===== src/rtl/quick_spi_slave.sv =====
// SPI slave with a single clk domain: sclk/ss_n/mosi are synchronized and edge-detected,
// then a three-state FSM (IDLE/ACTIVE/DONE) frames one DATA_WIDTH-bit word per ss_n assertion.
module quick_spi_slave #(
    parameter int   DATA_WIDTH      = 16,
    parameter bit   CPOL            = 1'b0,
    parameter bit   CPHA            = 1'b0,
    parameter bit   BITS_ORDER      = 1'b1,
    parameter logic MISO_IDLE_VALUE = 1'b0
) (
    input  logic                  clk,
    input  logic                  reset,
    input  logic                  enable,
    input  logic                  sclk,
    input  logic                  ss_n,
    input  logic                  mosi,
    output logic                  miso,
    output logic                  miso_oe,
    input  logic [DATA_WIDTH-1:0] tx_data,
    output logic [DATA_WIDTH-1:0] rx_data,
    output logic                  rx_valid,
    output logic                  frame_error,
    output logic                  busy
);

    localparam int CNT_W = $clog2(DATA_WIDTH + 2);
    localparam logic [CNT_W-1:0] FULL_CNT = CNT_W'(DATA_WIDTH);
    localparam logic [CNT_W-1:0] OVER_CNT = CNT_W'(DATA_WIDTH + 1);

    typedef enum logic [1:0] {IDLE, ACTIVE, DONE} state_t;

    state_t                  state_reg, state_next;
    logic                    sclk_meta_reg, sclk_sync_reg, sclk_prev_reg;
    logic                    ss_n_meta_reg, ss_n_sync_reg, ss_n_prev_reg;
    logic                    mosi_meta_reg, mosi_sync_reg;
    logic [1:0]              flush_cnt_reg;
    logic                    armed_reg;
    logic [CNT_W-1:0]        bit_cnt_reg, tx_cnt_reg;
    logic [DATA_WIDTH-1:0]   rx_shift_reg, tx_shift_reg, rx_data_reg;
    logic                    miso_reg, rx_valid_reg, frame_error_reg;

    logic sclk_lead, sclk_trail, sample_edge, shift_edge;
    logic ss_fall, ss_rise, frame_start;

    // Synchronizers plus one stage of history for edge detection.
    always_ff @(posedge clk) begin
        if (reset) begin
            sclk_meta_reg <= CPOL;
            sclk_sync_reg <= CPOL;
            sclk_prev_reg <= CPOL;
            ss_n_meta_reg <= 1'b1;
            ss_n_sync_reg <= 1'b1;
            ss_n_prev_reg <= 1'b1;
            mosi_meta_reg <= 1'b0;
            mosi_sync_reg <= 1'b0;
            flush_cnt_reg <= 2'd0;
            armed_reg     <= 1'b0;
        end else begin
            sclk_meta_reg <= sclk;
            sclk_sync_reg <= sclk_meta_reg;
            sclk_prev_reg <= sclk_sync_reg;
            ss_n_meta_reg <= ss_n;
            ss_n_sync_reg <= ss_n_meta_reg;
            ss_n_prev_reg <= ss_n_sync_reg;
            mosi_meta_reg <= mosi;
            mosi_sync_reg <= mosi_meta_reg;
            flush_cnt_reg <= (flush_cnt_reg == 2'd2) ? flush_cnt_reg : flush_cnt_reg + 2'd1;
            // Only arm once a genuinely high ss_n has passed through the flushed synchronizer,
            // so a frame already running when reset drops is ignored until ss_n cycles.
            armed_reg     <= armed_reg | ((flush_cnt_reg == 2'd2) & ss_n_sync_reg);
        end
    end

    assign sclk_lead   = (sclk_sync_reg != CPOL) && (sclk_prev_reg == CPOL);
    assign sclk_trail  = (sclk_sync_reg == CPOL) && (sclk_prev_reg != CPOL);
    assign sample_edge = CPHA ? sclk_trail : sclk_lead;
    assign shift_edge  = CPHA ? sclk_lead : sclk_trail;
    assign ss_fall     = armed_reg & ss_n_prev_reg & ~ss_n_sync_reg;
    assign ss_rise     = ~ss_n_prev_reg & ss_n_sync_reg;
    assign frame_start = (state_reg == IDLE) && ss_fall && enable;

    always_ff @(posedge clk) begin
        if (reset) begin
            state_reg <= IDLE;
        end else begin
            state_reg <= state_next;
        end
    end

    always_comb begin
        state_next = state_reg;
        case (state_reg)
            IDLE:    if (frame_start) state_next = ACTIVE;
            ACTIVE:  if (ss_rise) state_next = DONE;
            DONE:    state_next = IDLE;
            default: state_next = IDLE;
        endcase
    end

    always_comb begin
        busy    = (state_reg != IDLE);
        miso_oe = (state_reg != IDLE);
    end

    always_ff @(posedge clk) begin
        if (reset) begin
            bit_cnt_reg     <= '0;
            tx_cnt_reg      <= '0;
            rx_shift_reg    <= '0;
            tx_shift_reg    <= '0;
            rx_data_reg     <= '0;
            miso_reg        <= MISO_IDLE_VALUE;
            rx_valid_reg    <= 1'b0;
            frame_error_reg <= 1'b0;
        end else begin
            rx_valid_reg    <= 1'b0;
            frame_error_reg <= 1'b0;
            case (state_reg)
                IDLE: begin
                    miso_reg <= MISO_IDLE_VALUE;
                    if (frame_start) begin
                        bit_cnt_reg  <= '0;
                        rx_shift_reg <= '0;
                        // With CPHA=0 the first bit must already be on the wire before the first edge.
                        if (CPHA == 1'b0) begin
                            miso_reg     <= BITS_ORDER ? tx_data[DATA_WIDTH-1] : tx_data[0];
                            tx_shift_reg <= BITS_ORDER ? (tx_data << 1) : (tx_data >> 1);
                            tx_cnt_reg   <= CNT_W'(1);
                        end else begin
                            tx_shift_reg <= tx_data;
                            tx_cnt_reg   <= '0;
                        end
                    end
                end
                ACTIVE: begin
                    if (sample_edge) begin
                        if (bit_cnt_reg < FULL_CNT) begin
                            rx_shift_reg <= BITS_ORDER
                                ? ((rx_shift_reg << 1) | DATA_WIDTH'(mosi_sync_reg))
                                : ((rx_shift_reg >> 1) | (DATA_WIDTH'(mosi_sync_reg) << (DATA_WIDTH - 1)));
                        end
                        if (bit_cnt_reg != OVER_CNT) begin
                            bit_cnt_reg <= bit_cnt_reg + CNT_W'(1);
                        end
                    end
                    if (shift_edge) begin
                        if (tx_cnt_reg < FULL_CNT) begin
                            miso_reg     <= BITS_ORDER ? tx_shift_reg[DATA_WIDTH-1] : tx_shift_reg[0];
                            tx_shift_reg <= BITS_ORDER ? (tx_shift_reg << 1) : (tx_shift_reg >> 1);
                            tx_cnt_reg   <= tx_cnt_reg + CNT_W'(1);
                        end else begin
                            miso_reg <= MISO_IDLE_VALUE;
                        end
                    end
                end
                DONE: begin
                    miso_reg <= MISO_IDLE_VALUE;
                    if (bit_cnt_reg == FULL_CNT) begin
                        rx_data_reg  <= rx_shift_reg;
                        rx_valid_reg <= 1'b1;
                    end else if (bit_cnt_reg != '0) begin
                        frame_error_reg <= 1'b1;
                    end
                end
                default: miso_reg <= MISO_IDLE_VALUE;
            endcase
        end
    end

    assign miso        = miso_reg;
    assign rx_data     = rx_data_reg;
    assign rx_valid    = rx_valid_reg;
    assign frame_error = frame_error_reg;

endmodule


===== config.mk =====
export PLATFORM = sky130hd
export DESIGN_NAME = quick_spi_slave
export DESIGN_NICKNAME = d
export VERILOG_FILES = /design/src/rtl/quick_spi_slave.sv
export SDC_FILE = /design/constraint.sdc
export NUM_CORES = 1
export LEC_CHECK = 0
export ABC_CLOCK_PERIOD_IN_PS = 3400
export BUFFER_PORTS_ARGS = -buffer_cell sky130_fd_sc_hd__buf_2
export CAP_MARGIN = 25
export CELL_PAD_IN_SITES_DETAIL_PLACEMENT = 1
export CELL_PAD_IN_SITES_GLOBAL_PLACEMENT = 1
export CORE_MARGIN = 2
export CORE_UTILIZATION = 47
export DETAILED_ROUTE_END_ITERATION = 8
export GPL_TIMING_DRIVEN = 0
export PLACE_DENSITY = 0.91
export SLEW_MARGIN = 30
export SYNTH_ARGS = -nofsm -noshare
export SYNTH_HDL_FRONTEND = slang
export SYNTH_SLANG_ARGS = --single-unit

===== constraint.sdc =====
create_clock -name clk -period 3.4 [get_ports clk]
set_clock_uncertainty 0.15 [all_clocks]
set_input_delay 0.17 -clock clk [delete_from_list [all_inputs] [get_ports clk]]
set_output_delay 0.17 -clock clk [all_outputs]
set_load 0.005 [all_outputs]

[Yosys cells after proc, flatten, opt, wreduce, memory -nomap -nowiden]
Cells that the tools add are included.
Storage, ports and cells
  flip-flop bits (word level): 74
  latch bits: 0
  bits in writable memories: 0
  ROM bits: 0
  bits of input ports: 22
  output and inout bits: 21
  word-level logic and storage cells: 87
  memories: 0
Cells by class
  add/sub/neg operators: 3
  multiply operators: 0
  divide/modulo/power cells: 0
  $lt $le $gt $ge: 2
  eq/ne operators: 12
  shifts and indexed selects: 0
  multiplexer cells: 25
  bitwise operators: 11
  reduce and logical (&&, ||, !) cells: 15
Operator list (count)
  $mux W16: 6
  $pmux W16 S2: 2
  $mux W5: 6
  $pmux W5 S2: 2
  $or A16 B1 Y16: 1
  $ne A2 B2 Y1 const B: 7
  $reduce_and A4 Y1: 3
  $add A5 B1 Y5 const B: 2
  $lt A5 B5 Y1 const B: 2
  $eq A5 B5 Y1 const B: 1
  $mux W1: 5
  $ne A5 B5 Y1 const B: 1
  $not A1 Y1: 5
  $reduce_bool A5 Y1: 1
  $and A1 B1 Y1: 4
  $eq A2 B2 Y1 const B: 2
  $logic_and A1 B1 Y1: 4
  $mux W2: 2
  $pmux W2 S2: 1
  $reduce_and A2 Y1: 2
  $reduce_bool A2 Y1: 2
  $reduce_or A3 Y1: 1
  $add A2 B1 Y2 const B: 1
  $eq A2 B1 Y1 const B: 1
  4 further kinds: 4

[Depth between registers and ports, before layout]
  depth in word-level cells: 6
  depth in mapped cells: 7
  depth with buffers taken out: 6

[Least setup slack after synthesis]
OpenSTA, ideal clock, no wires.
  kind: flip-flop to flip-flop
  start point: register bit_cnt_reg[1]
  end point: register bit_cnt_reg[4]
  library setup time: 74 ps
  arrival time: 1424 ps
  setup slack: 1752 ps
  stages on the path, launching flop included: 7
  cells stage by stage: dfxtp_1 -> inv_1 -> ha_1 -> and3_1 -> a2111oi_4 -> a41oi_1 -> a31oi_1
On the way
  word-level cells in the longest chain between the ends: 4
RTL lines
  from (decl): RTL line 37  | logic [CNT_W-1:0] bit_cnt_reg, tx_cnt_reg;
  from (signal assigned): RTL line 142  | bit_cnt_reg <= bit_cnt_reg + CNT_W'(1);
  $add A5 B1 Y5: RTL line 142
  $mux W5: RTL line 141  | if (bit_cnt_reg != OVER_CNT) begin
  $mux W5: RTL line 135  | if (sample_edge) begin
  $pmux W5 S2: RTL line 117  | case (state_reg)
Several ways; a longest one is shown, not always the timed one. The select of a mux whose other input is x is not followed.
A chain may end at the register's enable or synchronous reset.

[Worst setup path after layout]
  start point: register ss_n_sync_reg
  end point: register tx_shift_reg[7]
On the way
  word-level cells in the longest chain between the ends: 6
RTL lines
  from (decl): RTL line 33  | logic ss_n_meta_reg, ss_n_sync_reg, ss_n_prev_reg;
  from (signal assigned): RTL line 62  | ss_n_sync_reg <= ss_n_meta_reg;
  $not A1 Y1: RTL line 77  | assign ss_fall = armed_reg & ss_n_prev_reg & ~ss_n_sync_reg;
  $and A1 B1 Y1: RTL line 77
  $logic_and A1 B1 Y1 (2 in series): RTL line 79  | assign frame_start = (state_reg == IDLE) && ss_fall && enable;
  $ne A2 B2 Y1 (no source line)
  $reduce_and A4 Y1 (no source line)
  to (signal assigned): RTL line 126  | tx_shift_reg <= BITS_ORDER ? (tx_data << 1) : (tx_data >> 1);
  to (signal assigned): RTL line 129  | tx_shift_reg <= tx_data;
  to (signal assigned): RTL line 148  | tx_shift_reg <= BITS_ORDER ? (tx_shift_reg << 1) : (tx_shift_reg >> 1);
  to (decl): RTL line 38  | logic [DATA_WIDTH-1:0] rx_shift_reg, tx_shift_reg, rx_data_reg;
No other way between the ends.

==> results.py <==
metrics = {
    "clocking": {
        "cts_htree_levels": 3,
        "clk_pin_slew_worst_paths_ns": 0.08,
        "cts_root_buf": "clkbuf_8",
        "cts.sinks": 73,
        "clk_path_buf_depth": 2,
        "holdBufCountCts": 4,
        "cts_tree": "yes",
        "clock_latency_ns": 0.35,
        "postCtsSetupBuffers": 0,
        "numCtsBuffers": 9,
        "cts_resized": 0,
    },
    "synth": {
        "synth_area_per_cell_sq_um": 9.502,
        "synthCells": 328,
        "netlist_top_cells_count": "dfxtp_1, nand2_1, mux2i_1, a21oi_1, nor3_1",
        "post-synth-top-count-cell": "dfxtp_1",
        "synth_area_leaders": "dfxtp_1, mux2i_1, nand2_1",
        "ys_warn_count": 0,
        "ys.flop_type": "dfxtp_1",
        "netlist.area_leader.share_pct": 46.89,
        "synth_seq_cells": 73,
        "ys_types": 53,
        "synth.largest_area_cell": "dfxtp_1",
        "syn_area_sq_mm": 0.003117,
        "synth_fp_nets": 355,
        "synth_edf_count": 0,
        "synthArstFlopShare_pct": 0,
        "yosysSeqAreaShare_pct": 46.89,
    },
    "detailed_routing": {
        "wl_per_cell_um": 16.64,
        "remaining_drc_errors": 0,
        "routed_wl_um": 7770,
        "vias": 2559,
        "drtAntennaViolNets": 0,
        "viasPerCell": 5.480,
        "drt_iter0_drc": 89,
        "firstDrtPassIters": 4,
    },
    "grt": {
        "gr-total-overflow": 0,
        "track_usage_pct": 22.42,
        "grt_max_degree": 13,
        "grt_pass1_vias": 2663,
        "grt_pass1_wl_um": 12830,
        "antenna_found_initial": 0,
    },
    "finish": {
        "drive_above_1_share_pct": 24.87,
        "seq_area_sq_mm": 0.001461,
        "nFillCells": 762,
        "nets": 412,
        "area_growth_pct": 17.42,
        "multiInputGateArea_sq_mm": 0.001490,
        "diodes": 0,
    },
    "power_and_ir_drop": {
        "power_density_mw_per_mm2": 466.6,
        "leakage_nw": 1.474,
        "power.total_mw": 1.708,
        "ir_drop_uv": 301.8,
    },
    "timing": {
        "worstMarginPinSlew_ns": 0.6879,
        "period_needed_ns": 1.862,
        "fmax_ghz": 0.5371,
        "final_max_slew_viol_count": 0,
        "rsz0062_at_grt": "no",
        "fin_crit_sh_pct": 54.76,
        "setup_tns_ns": 0,
        "hold_viol": 0,
        "relSlewSlack_pct": 52.95,
        "finalSetupViolCount": 0,
    },
    "setup_path": {
        "cp_cell_sequence": "nand4b_4 > nor3_4 > or2_1 > buf_2 > buf_6 > a211oi_2",
        "crit_type": "flip-flop to flip-flop",
        "crit_fanout": 10,
        "r2r_setup_slack_ns": 1.54,
        "cp-end-kind": "flip-flop",
        "worst_path_max_delay_cell": "nor3_4",
        "startpoint_type": "flip-flop",
        "worstPathArrival_ns": 1.93,
        "cp.required_ns": 3.47,
        "critPathMaxStageDelay_ns": 0.39,
    },
    "floorplanning": {
        "initial_core_util_pct": 48.80,
        "dieHeight_um": 85.44,
        "die-area_sq_mm": 0.007299,
        "io_pins": 43,
        "core_region_area_sq_mm": 0.006386,
        "std_cell_rows": 29,
        "die_w_um": 85.44,
    },
    "run": {
        "maxCapViolations": 0,
    },
    "hold_path": {
        "hold_path.class": "primary input to flip-flop",
    },
    "outcome": {
        "outcome": "completed",
    },
    "place": {
        "portBuffers": 42,
        "dpl.hpwl_um": 5353,
        "gp_congestion": 0.7581,
    },
}
per-layer routing:
layer | global-route usage, % | vias up | routed length [um] | share of wire (%)
met5 | 0 | - | 0 | 0
met4 | 7.504 | 0 | 148 | 1.9
met3 | 4.961 | 12 | 228 | 2.9
met2 | 38.28 | 41 | 3898 | 50
met1 | 28.00 | 1255 | 3494 | 45
li1 | - | 1251 | - | -
path summary, 6_finish.rpt:
check,endpoint,startpoint,cells past startpoint
min reg2reg,ss_n_sync_reg$_SDFF_PP1_,ss_n_meta_reg$_SDFF_PP1_,1
max reg2reg,tx_shift_reg[7]$_SDFFE_PP0P_,ss_n_sync_reg$_SDFF_PP1_,6
max,tx_shift_reg[7]$_SDFFE_PP0P_,ss_n_sync_reg$_SDFF_PP1_,6
min,tx_shift_reg[3]$_SDFFE_PP0P_,tx_data[2],3
power by group:
group	internal [mW]	switching, mW	leakage (nW)
Clock	0.357	0.331	0.0953
Sequential	0.878	0.0162	0.590
Combinational	0.0549	0.0706	0.788
Total	1.29	0.418	1.47
stage by stage:
| stage | setup WS [ns] | cells | cell area [sq um] | utilization [%] | hold WS (ns) |
|---|---|---|---|---|---|
| finish | 1.538 | 467 | 3660 | 57.31 | 0.03671 |
| global route | 1.398 | 467 | 3660 | 57.31 | 0.05600 |
| CTS | 1.536 | 467 | 3660 | 57.31 | 0.02891 |
| detailed placement | 1.559 | 447 | 3423 | 53.61 | 0.2084 |
| global placement | 1.612 | 447 | 3423 | 53.61 | 0.2034 |
| floorplan | 1.752 | 328 | 3117 | - | 0.1238 |
area by class of cell:
cell class	count	area share, %
Buffer	23	3.897
Clock inverter	5	1.504
Inverter	6	0.6154
Sequential cell	73	39.93
Timing Repair Buffer	46	6.838
Clock buffer	11	3.863
Tap cell	77	2.632
Multi-Input combinational cell	226	40.72
logic make-up (layout without fill, tap and decap cells):
logic type / count (synthesis) / count (layout) / share of synthesized area [%]
DFF: 73 / 73 / 46.89
muxes: 31 / 31 / 9.996
AOI/OAI and AO/OA: 60 / 60 / 14.57
xor gates and xnor gates: 1 / 1 / 0.2811
and+or+nand+nor: 129 / 129 / 20.96
adders and majority gates: 5 / 5 / 2.007
buffers and inverters: 29 / 91 / 5.299
cells in the final DEF, fill, tap and decap left out, drive strengths merged, types with 2 or more instances in the layout:
cell | Yosys | final
a21oi | 24 | 24
nand3 | 3 | 3
a31oi | 3 | 3
a2111oi | 2 | 2
nor3b | 4 | 4
a211oi | 16 | 16
mux2i | 30 | 30
nand2b | 3 | 3
nor2b | 6 | 6
a41oi | 2 | 2
nor3 | 19 | 19
inv | 5 | 5
or2 | 5 | 5
dfxtp | 73 | 73
ha | 5 | 5
clkbuf | 6 | 17
o21a | 2 | 2
buf | 17 | 59
clkinv | 1 | 3
nor2 | 11 | 11
clkinvlp | 0 | 2
nand2 | 68 | 68
o21ai | 4 | 4
and3 | 3 | 3
dlygate4sd3 | 0 | 4
worst max-delay path, delay by kind of cell, from the launching register on:
family / cells / cell delay (ns)
simple gates: 3 / 0.76
flops: 1 / 0.35
compound gates: 1 / 0.08
buf+inv: 2 / 0.39
No activity file was read; power rests on OpenSTA's default activity.
